File: config.mk
export PLATFORM = sky130hd
export DESIGN_NAME = logic_arb
export DESIGN_NICKNAME = d
export VERILOG_FILES = /design/src/rtl/logic_arb.sv
export SDC_FILE = /design/constraint.sdc
export NUM_CORES = 1
export LEC_CHECK = 0
export ABC_AREA = 1
export CORE_ASPECT_RATIO = 2
export CORE_MARGIN = 5
export CORE_UTILIZATION = 40
export DETAILED_ROUTE_END_ITERATION = 10
export GPL_ROUTABILITY_DRIVEN = 1
export PLACE_DENSITY = 0.82
export SYNTH_ARGS = -nofsm -noshare
export SYNTH_HDL_FRONTEND = slang
export SYNTH_SLANG_ARGS = --single-unit
File: constraint.sdc
create_clock -name clk -period 3.3 [get_ports clk]
set_input_delay 0.66 -clock clk [delete_from_list [all_inputs] [get_ports clk]]
set_output_delay 0.66 -clock clk [all_outputs]
set_load 0.03 [all_outputs]
File: src/rtl/logic_arb.sv
// Four-requester round-robin arbiter sharing one AND/OR/XOR/NAND unit.
// Optional grant hold under macro LOGIC_ARB_LOCK_EN.
module logic_arb #(
    parameter int WIDTH = 8
) (
    input  logic               clk,
    input  logic               rst_n,
    input  logic [3:0]         req,
    input  logic [4*WIDTH-1:0] a_bus,
    input  logic [4*WIDTH-1:0] b_bus,
    input  logic [7:0]         op_bus,
    input  logic [3:0]         lock,
    output logic [3:0]         gnt,
    output logic [3:0]         done,
    output logic [WIDTH-1:0]   y,
    output logic               busy
);

    typedef enum logic [1:0] {
        IDLE,
        GRANT,
        EXEC,
        DONE
    } state_t;

    state_t           state;
    logic [1:0]       rr_ptr;
    logic [1:0]       winner;
    logic [1:0]       pick;
    logic [1:0]       idx;
    logic             found;
    logic [WIDTH-1:0] cap_a;
    logic [WIDTH-1:0] cap_b;
    logic [1:0]       cap_op;
    logic [WIDTH-1:0] result;

`ifndef LOGIC_ARB_LOCK_EN
    logic unused_lock;
    assign unused_lock = ^lock;
`endif

    // First requesting index at or after rr_ptr, wrapping modulo 4.
    always_comb begin
        pick  = rr_ptr;
        found = 1'b0;
        idx   = rr_ptr;
        for (int k = 0; k < 4; k++) begin
            idx = rr_ptr + k[1:0];
            if (!found && req[idx]) begin
                pick  = idx;
                found = 1'b1;
            end
        end
    end

    always_comb begin
        result = '0;
        unique case (cap_op)
            2'b00: result = cap_a & cap_b;
            2'b01: result = cap_a | cap_b;
            2'b10: result = cap_a ^ cap_b;
            2'b11: result = ~(cap_a & cap_b);
        endcase
    end

    always_ff @(posedge clk or negedge rst_n) begin
        if (!rst_n) begin
            state  <= IDLE;
            rr_ptr <= '0;
            winner <= '0;
            cap_a  <= '0;
            cap_b  <= '0;
            cap_op <= '0;
            gnt    <= '0;
            done   <= '0;
            y      <= '0;
            busy   <= 1'b0;
        end else begin
            unique case (state)
                IDLE: begin
                    if (|req) begin
                        state  <= GRANT;
                        winner <= pick;
                        gnt    <= 4'b0001 << pick;
                        busy   <= 1'b1;
                    end
                end
                GRANT: begin
                    cap_a  <= a_bus[int'(winner)*WIDTH +: WIDTH];
                    cap_b  <= b_bus[int'(winner)*WIDTH +: WIDTH];
                    cap_op <= op_bus[int'(winner)*2 +: 2];
                    gnt    <= '0;
                    state  <= EXEC;
                end
                EXEC: begin
                    y     <= result;
                    done  <= 4'b0001 << winner;
                    state <= DONE;
                end
                DONE: begin
                    done <= '0;
`ifdef LOGIC_ARB_LOCK_EN
                    // Held grant: re-serve the same winner, pointer frozen.
                    if (lock[winner] && req[winner]) begin
                        state <= GRANT;
                        gnt   <= 4'b0001 << winner;
                    end else
`endif
                    begin
                        state  <= IDLE;
                        rr_ptr <= winner + 2'd1;
                        busy   <= 1'b0;
                    end
                end
            endcase
        end
    end

endmodule

==> summary.txt <==
Synth
  – Post-Syn Nets: 520
  – Most numerous cell in the Yosys netlist: nand2_1
  – Largest cells by area after synthesis: dfrtp_1 (35%), nand2_1 (13%), o21ai_0 (11%), ha_1 (11%), nor2_1 (5.3%)
  – Post-synthesis cell type count: 26
  – Largest family of logic cells by synthesized area: simple AND/OR/NAND/NOR gates
  – Adder and majority gate portion of the synthesized area: 10.6%
  – Post-synth top area share: 34.8%
  – Cells after Synth: 413
  – Synthesized cell area: 2950 µm²
  – Syn_area_per_cell: 7.14 µm²
  – Largest area contributor in the netlist: dfrtp_1
  – Post-synthesis sequential area ratio: 34.8%
  – Number of synthesized register bits: 41
  – Most frequent cells after synthesis: nand2_1 (105), o21ai_0 (66), nor2_1 (42)
  – Compound-Gate Fraction of Synth Area: 19.3%
  – Fraction of synthesis flops using an asynchronous set or reset pin: 100%
  – Ys Warns: 0
  – Synth Area in Simple Gates: 27.7%
  – Synth Area in XOR/XNOR: 0%
  – Top_reg_cell synth: dfrtp_1
  – Number of enable flip-flop cells after synthesis: 0
  – Mux contribution to synthesized area: 0%

Clock tree
  – # clock sinks: 41
  – CTS max path bufs: 2
  – Clock-pin transition on the worst setup and hold timing paths: 0.06 ns
  – TritonCTS buffer count: 5
  – Setup Buffers After CTS: 0
  – Worst skew pair latency: 0.28 ns
  – # hold bufs at CTS: 0
  – Root Driver: clkbuf_16
  – TritonCTS clock tree: done
  – H-tree depth: 2
  – Cts repair resizes: 0

Min path
  – Worst hold path type: in -> async

Power
  – Clock Power Share: 13.1%
  – Pleak: 1.89 nW
  – Part of the power in combinational logic: 61.7%
  – Int Pwr: 0.00184 W
  – Seq pwr share: 25.2%
  – Switching Share: 49.2%
  – Switch Pwr: 0.00178 W
  – PD cells: 890 nW/µm²
  – Worst vdd ir: 0.368 mV
  – Final Power: 0.00363 W

Route
  – DRC viols: 0
  – Antenna Violating Nets Remaining: 0
  – WL/cell: 13.3 µm
  – Vias: 2,997
  – Vias per cell: 5.08
  – DR iter-0 viols: 141
  – Routed WL: 7880 µm
  – TritonRoute pass-1 iters: 4

STA
  – Fin. Hold Viols: 0
  – RSZ-0062 raised after global routing: no
  – Final hold slack: 0.487 ns
  – Setup_tns: 0 ns
  – Final Cycle Share: 60.8%
  – Final setup violating endpoints: 0
  – Worst-margin pin slew: 0.893 ns
  – Clk_skew: 0.00193 ns
  – Slew HR: 40.5%
  – Fmax: 498 MHz
  – Crit path time final: 2.01 ns
  – Final Max Tran Viols: 0

Floorplanning
  – # IOs: 99
  – Cell Rows: 44
  – Core ar.: 7210 µm²
  – Die Y: 131 µm
  – Die Span X: 70.7 µm
  – Total Die Area: 9300 µm²
  – Initial Utilization: 40.9%

Worst setup path
  – Register-to-Register Path Depth: 5
  – Dominant delay contributor by cell family on the critical path: buffers and inverters
  – Critical path, cell by cell: clkdlybuf4s50_1
  – Setup crit end kind: output port
  – Critical path startpoint category: flip-flop
  – CP Class: reg -> out
  – Required time of the critical path: 2.64 ns
  – Arrival time worst endpoint: 1.35 ns
  – Stages on worst setup path: 1
  – Largest stage delay, worst path: 0.68 ns
  – CP max-delay cell: clkdlybuf4s50_1
  – Worst-path maximum fanout: 2
  – WP buf/inv: 1

Placement
  – Cell Area, Placed: 3940 µm²
  – Gpl congestion: 0.891
  – Port bufs: 94
  – Post-DP HPWL: 6320 µm
  – Placed Cells: 582

Global routing
  – First-pass GRT wire length: 13,500 µm
  – Global Route Usage Sum: 17.4%
  – Initial antenna violation count: 0
  – Remaining Overflow, GRT: 0
  – Vias in the first global route: 3,118
  – Largest net degree at the start of global routing: 42

Final layout
  – Share of post-route cells with drive strength above 1: 7.43%
  – ANT cells: 0
  – Area delta synth->final: 38.2%
  – Final nets: 604
  – Layout Cells excl Fill: 590
  – Post-route cell area: 4080 µm²

Run
  – Max-cap violations: 0

Run status
  – Status: finished, final reports clean
==> state kept, by name, indices dropped and copies added, names as in the netlist <==
name    flops
busy        1
cap_a       8
cap_b       8
cap_op      2
done        4
gnt         4
rr_ptr      2
state       2
winner      2
y           8
==> layout by cell type (no fill, tap or decap), drive strengths merged <==
cell type      count
o21ai             68
buf                4
dfrtp             41
clkinv             4
or2                1
nand3             22
a31oi              1
nand4              1
ha                25
clkdlybuf4s50     93
inv               34
nor2              45
o22ai             18
clkinvlp           1
nand2            119
o221ai             8
clkbuf             5
a21oi              8
==> path summary, 6_finish.rpt <==
path	startpoint	endpoint	slack, ns
setup / recovery	busy$_DFFE_PN0P_	busy	1.29
min in group clk	gnt[2]$_DFFE_PN0P_	gnt[2]$_DFFE_PN0P_	0.49
max in group asynchronous	rst_n	cap_a[4]$_DFFE_PN0P_	2.24
hold / removal	rst_n	done[1]$_DFFE_PN0P_	0.49
setup reg to reg	winner[0]$_DFFE_PN0P_	cap_b[4]$_DFFE_PN0P_	1.36
hold reg to reg	gnt[2]$_DFFE_PN0P_	gnt[2]$_DFFE_PN0P_	0.49
==> cells by family (layout without fill, tap and decap cells) <==
logic type / count (synthesis) / after routing
simple gates: 188 / 188
compound gates: 103 / 103
buf+inv: 56 / 141
flops: 41 / 41
fa+ha+maj: 25 / 25
==> cell type report <==
| type | instances | area, µm² |
|---|---|---|
| fill | 650 | 3130 |
| multi-input combinational | 316 | 1700 |
| sequential | 41 | 1030 |
| timing repair buffer | 97 | 958 |
| inverter | 36 | 138 |
| clock buffer | 5 | 125 |
| tap | 92 | 115 |
| clock inverter | 3 | 17.5 |
==> metal layers <==
metal | share of wire, % | track usage (%)
met2 | 58 | 34.4
met5 | 0 | 0
met3 | 4.7 | 2.29
met1 | 35 | 17.3
met4 | 2.8 | 7.22
==> metrics by stage <==
| step | setup WS (ns) | util [%] |
|---|---|---|
| 2_1_floorplan | 1.80 | - |
| 3_3_place_gp | 1.15 | 54.6 |
| 3_5_place_dp | 1.10 | 54.6 |
| 4_1_cts | 1.28 | 56.5 |
| 5_1_grt | 1.11 | 56.5 |
| 6_report | 1.29 | 56.5 |
==> power groups by stage <==
stage               Clock (W)  Sequential, W  Combinational [W]
CTS                  0.000479       0.000913            0.00227
floorplan                   0        0.00103            0.00149
global placement            0       0.000905            0.00216
finish               0.000477       0.000913            0.00224
detailed placement          0       0.000919            0.00225
global route         0.000503       0.000945            0.00256
Note: power is estimated with default switching activity, not from simulation.
